### config.mk
export PLATFORM = sky130hd
export DESIGN_NAME = priority_enc_4_2_equation
export DESIGN_NICKNAME = d
export VERILOG_FILES = /design/src/rtl/prio_enc_pkg.sv /design/src/rtl/prio_enc_4_2_core.sv /design/src/rtl/priority_enc_4_2_equation.sv
export SDC_FILE = /design/constraint.sdc
export NUM_CORES = 1
export LEC_CHECK = 0
export CORE_AREA = 2 2 39 41
export DETAILED_ROUTE_END_ITERATION = 10
export DIE_AREA = 0 0 41 43
export PLACE_DENSITY = 0.31
export SLEW_MARGIN = 0
export SYNTH_ARGS = -nofsm -noshare
export SYNTH_HDL_FRONTEND = slang
export SYNTH_SLANG_ARGS = --single-unit
### constraint.sdc
create_clock -name i_clk -period 0.8 [get_ports i_clk]
set_clock_uncertainty 0.05 [all_clocks]
set_input_delay 0.2 -clock i_clk [delete_from_list [all_inputs] [get_ports i_clk]]
set_output_delay 0.2 -clock i_clk [all_outputs]
set_load 0.05 [all_outputs]
### src/rtl/prio_enc_pkg.sv
// prio_enc_pkg: shared widths and the empty-request code for the 4-to-2 priority encoder
package prio_enc_pkg;
  localparam int N_REQ = 4;
  localparam int IDX_W = 2;
  localparam logic [IDX_W-1:0] CODE_NONE = 2'b00;
endpackage

### src/rtl/prio_enc_4_2_core.sv
// prio_enc_4_2_core: combinational Boolean equations for the 4-to-2 priority encoder, bit 3 highest
module prio_enc_4_2_core
  import prio_enc_pkg::*;
(
  input  logic [N_REQ-1:0] c_i,
  output logic [IDX_W-1:0] code_o,
  output logic             valid_o
);
  logic [IDX_W-1:0] eq;
  // Encode the highest set bit; an empty request yields CODE_NONE
  always_comb begin
    eq[1]   = c_i[3] | c_i[2];
    eq[0]   = c_i[3] | (~c_i[2] & c_i[1]);
    valid_o = |c_i;
    code_o  = valid_o ? eq : CODE_NONE;
  end
endmodule

### src/rtl/priority_enc_4_2_equation.sv
// priority_enc_4_2_equation: priority encoder core with an optional one-cycle output register
module priority_enc_4_2_equation
  import prio_enc_pkg::*;
#(
  parameter bit OUT_REG = 1
) (
  input  logic             i_clk,
  input  logic             i_rst,
  input  logic [N_REQ-1:0] i_code,
  output logic [IDX_W-1:0] o_code,
  output logic             o_valid
);
  logic [IDX_W-1:0] code_d;
  logic             valid_d;
  prio_enc_4_2_core u_core (
    .c_i     (i_code),
    .code_o  (code_d),
    .valid_o (valid_d)
  );
  if (OUT_REG) begin : g_reg
    logic [IDX_W-1:0] code_q;
    logic             valid_q;
    // Register the encoder result; reset wins over the sampled request
    always_ff @(posedge i_clk) begin
      code_q  <= i_rst ? CODE_NONE : code_d;
      valid_q <= i_rst ? 1'b0 : valid_d;
    end
    assign o_code  = code_q;
    assign o_valid = valid_q;
  end else begin : g_comb
    logic unused_clk_rst;
    assign unused_clk_rst = ^{i_clk, i_rst};
    assign o_code  = code_d;
    assign o_valid = valid_d;
  end
endmodule

==> results.py <==
metrics = {
    "sta": {
        "rsz0062_at_grt": "yes",
        "hold_viol_final": 0,
        "setup_ws_ps": -145,
        "hold_ws_ps": 209,
        "finalSetupViolCount": 3,
        "period_minus_slack_ps": 945,
        "post-route-period-util_pct": 118,
        "tightestPinTransition_ps": 161,
        "fmax_mhz": 1060,
        "drv_slew": 0,
        "maxSlewHeadroom_pct": 89.3,
    },
    "finish": {
        "syn_to_final_growth_pct": 191,
        "fillers": 151,
        "nNetsFinal": 29,
        "diodes": 0,
        "drive_gt1_share_pct": 59.1,
    },
    "global_route": {
        "grt_start_max_net_pins": 4,
        "grt_pass1_wl_um": 420,
        "grt_pass1_vias": 107,
        "grt_usage_pct": 4.52,
        "antenna_found_initial": 0,
        "grt_overflow": 0,
    },
    "power": {
        "power_mw": 0.564,
        "clockPowerShare_pct": 48.2,
        "power_frac_comb_pct": 21.7,
        "power_leakage_nw": 0.138,
        "intPower_mw": 0.416,
        "ir_worst_vdd_v": 0.000641,
        "p_sw_mw": 0.148,
        "seq_power_share_pct": 30.2,
        "swShare_pct": 26.3,
        "cellPowerDensity_mw_per_mm2": 2040,
    },
    "logic_synthesis": {
        "yosys_warnings": 0,
        "synth-seq-cells": 3,
        "yosysSeqAreaShare_pct": 63.2,
        "yosysTopAreaCell": "dfxtp_1",
        "synth_edf_count": 0,
        "synthDominantCellAreaShare_pct": 63.2,
        "synthCells": 10,
        "async_flop_share_pct": 0,
        "ys_types": 6,
        "synthFlopType": "dfxtp_1",
        "syn_area_per_cell_um2": 9.51,
        "yosys-top-cells-area": "dfxtp_1 (63%), nor2_1 (12%), a21oi_2 (9.2%), nand2b_1 (6.6%), a21oi_1 (5.3%)",
        "synth_common_cells": "dfxtp_1 (3), nor2_1 (3)",
        "synth_nets": 16,
        "netlist_area_um2": 95.1,
    },
    "setup_path": {
        "slowest_stage": "dfxtp_2",
        "cp.arrival_ps": 690,
        "cp_max_fo": 1,
        "crit_path_end_kind": "output pin",
        "cp_cell_sequence": "buf_12",
        "criticalPathCategory": "flop to output pin",
        "cpLargestDelayFamily": "flip-flops",
        "critPathMaxStageDelay_ps": 330,
        "critPathRequiredTime_ps": 550,
        "crit_buf_inv": 1,
        "cp-start-kind": "flop",
    },
    "outcome": {
        "violations": "negative setup slack",
        "status": "finished with violations",
    },
    "clock_network": {
        "ctsHoldBuffers": 0,
        "htree_levels": 1,
        "cts_buffers": 3,
        "clock_sink_count": 3,
        "max-clock-path-buffers": 2,
        "cts_tree": "yes",
        "clkSlewWorstSetupHoldPaths_ps": 40,
        "cts-root-buf": "clkbuf_4",
    },
    "floorplanning": {
        "die_w_um": 41,
        "row_count": 14,
        "initial_core_util_pct": 6.87,
        "core-area_mm2": 0.00138,
        "die_y_um": 43,
        "dieArea_mm2": 0.00176,
        "ios": 9,
    },
    "worst_hold_path": {
        "min_path_cells": 3,
        "hold_class": "primary input to flop",
        "hp-start": "i_code[3]",
        "hold_end": "o_code[0]$_SDFF_PP0_",
    },
    "detailed_routing": {
        "via_per_inst": 3.11,
        "wl_per_cell_um": 7.92,
        "drtPass1Iterations": 2,
        "wl_um": 301,
        "drc": 0,
        "drt-initial-drc-count": 1,
        "antenna_left": 0,
        "route.vias.total": 118,
    },
    "placement": {
        "port_buffers": 8,
        "place_hpwl_um": 205,
        "globalplace.congestion": 0.484,
    },
    "flow_run": {
        "cap_viol_max_count": 0,
    },
}
## logic make-up (layout without fill, tap and decap cells)
family | count (synthesis) | count (layout) | share of synthesized area, %
AOI/OAI and AO/OA | 2 | 2 | 14.5
buffers and inverters | 1 | 13 | 3.94
DFF | 3 | 3 | 63.2
and+or+nand+nor | 4 | 4 | 18.4
## layer usage
layer / part of all wire [%] / GRT usage (%)
met1: 47 / 4.84
met2: 29 / 3.75
met3: 24 / 9.42
met4: 0 / 0
met5: 0 / 0
## power groups by stage
stage / clock network (mW) / logic [mW] / registers [mW]
2_1_floorplan: 0 / 0.0112 / 0.203
3_3_place_gp: 0 / 0.114 / 0.173
3_5_place_dp: 0 / 0.116 / 0.173
4_1_cts: 0.287 / 0.116 / 0.170
5_1_grt: 0.304 / 0.129 / 0.171
6_report: 0.272 / 0.122 / 0.170
## placed cells by master, fill, tap and decap left out, drive strengths merged
master and n:
inv 1, nand2b 1, dlymetal6s2s 3, nor2 3, dfxtp 3, buf 3, clkbuf 4, clkdlybuf4s50 2
a21oi 2
## registers in the layout, summed over array words and instances (netlist names)
name and flops:
o_code 2, o_valid 1
## how the worst max path moves through the flow
stage	start	to	slack, ps	depth (start not counted)
floorplan	o_code[0]$_SDFF_PP0_	o_code[0]	100	0
detailed placement	i_code[2]	o_code[0]$_SDFF_PP0_	-240	3
global route	o_code[0]$_SDFF_PP0_	o_code[0]	-180	1
finish	o_code[1]$_SDFF_PP0_	o_code[1]	-140	1
global placement	i_code[1]	o_code[0]$_SDFF_PP0_	-200	3
CTS	o_code[1]$_SDFF_PP0_	o_code[1]	-160	1
## final cells by class
cell class	instances	area, um2	area share (%)
clock buffers	4	26.3	9.50
inverters	1	3.75	1.36
multi-input cells	6	45.0	16.3
flip-flops and latches	3	63.8	23.1
well taps	16	20.0	7.24
repair buffers	8	118	42.5
## repair_timing
item / CTS / global route
setup buffers: 0 / 0
endpoints found under the setup margin: 3 / 5
pin swaps: 0 / 2
gates resized for setup: 0 / 6
## metrics by stage
| stage | setup TNS [ps] | instances | setup slack [ps] | util [%] | instance area (um2) |
|---|---|---|---|---|---|
| 2_1_floorplan | 0 | 10 | 95.6 | - | 98.8 |
| 3_3_place_gp | -556 | 34 | -203 | 16.5 | 229 |
| 3_5_place_dp | -653 | 34 | -239 | 16.5 | 229 |
| 4_1_cts | -465 | 38 | -156 | 18.4 | 255 |
| 5_1_grt | -522 | 38 | -179 | 20.0 | 277 |
| 6_report | -432 | 38 | -145 | 20.0 | 277 |
Note: power is estimated with default switching activity, not from simulation.
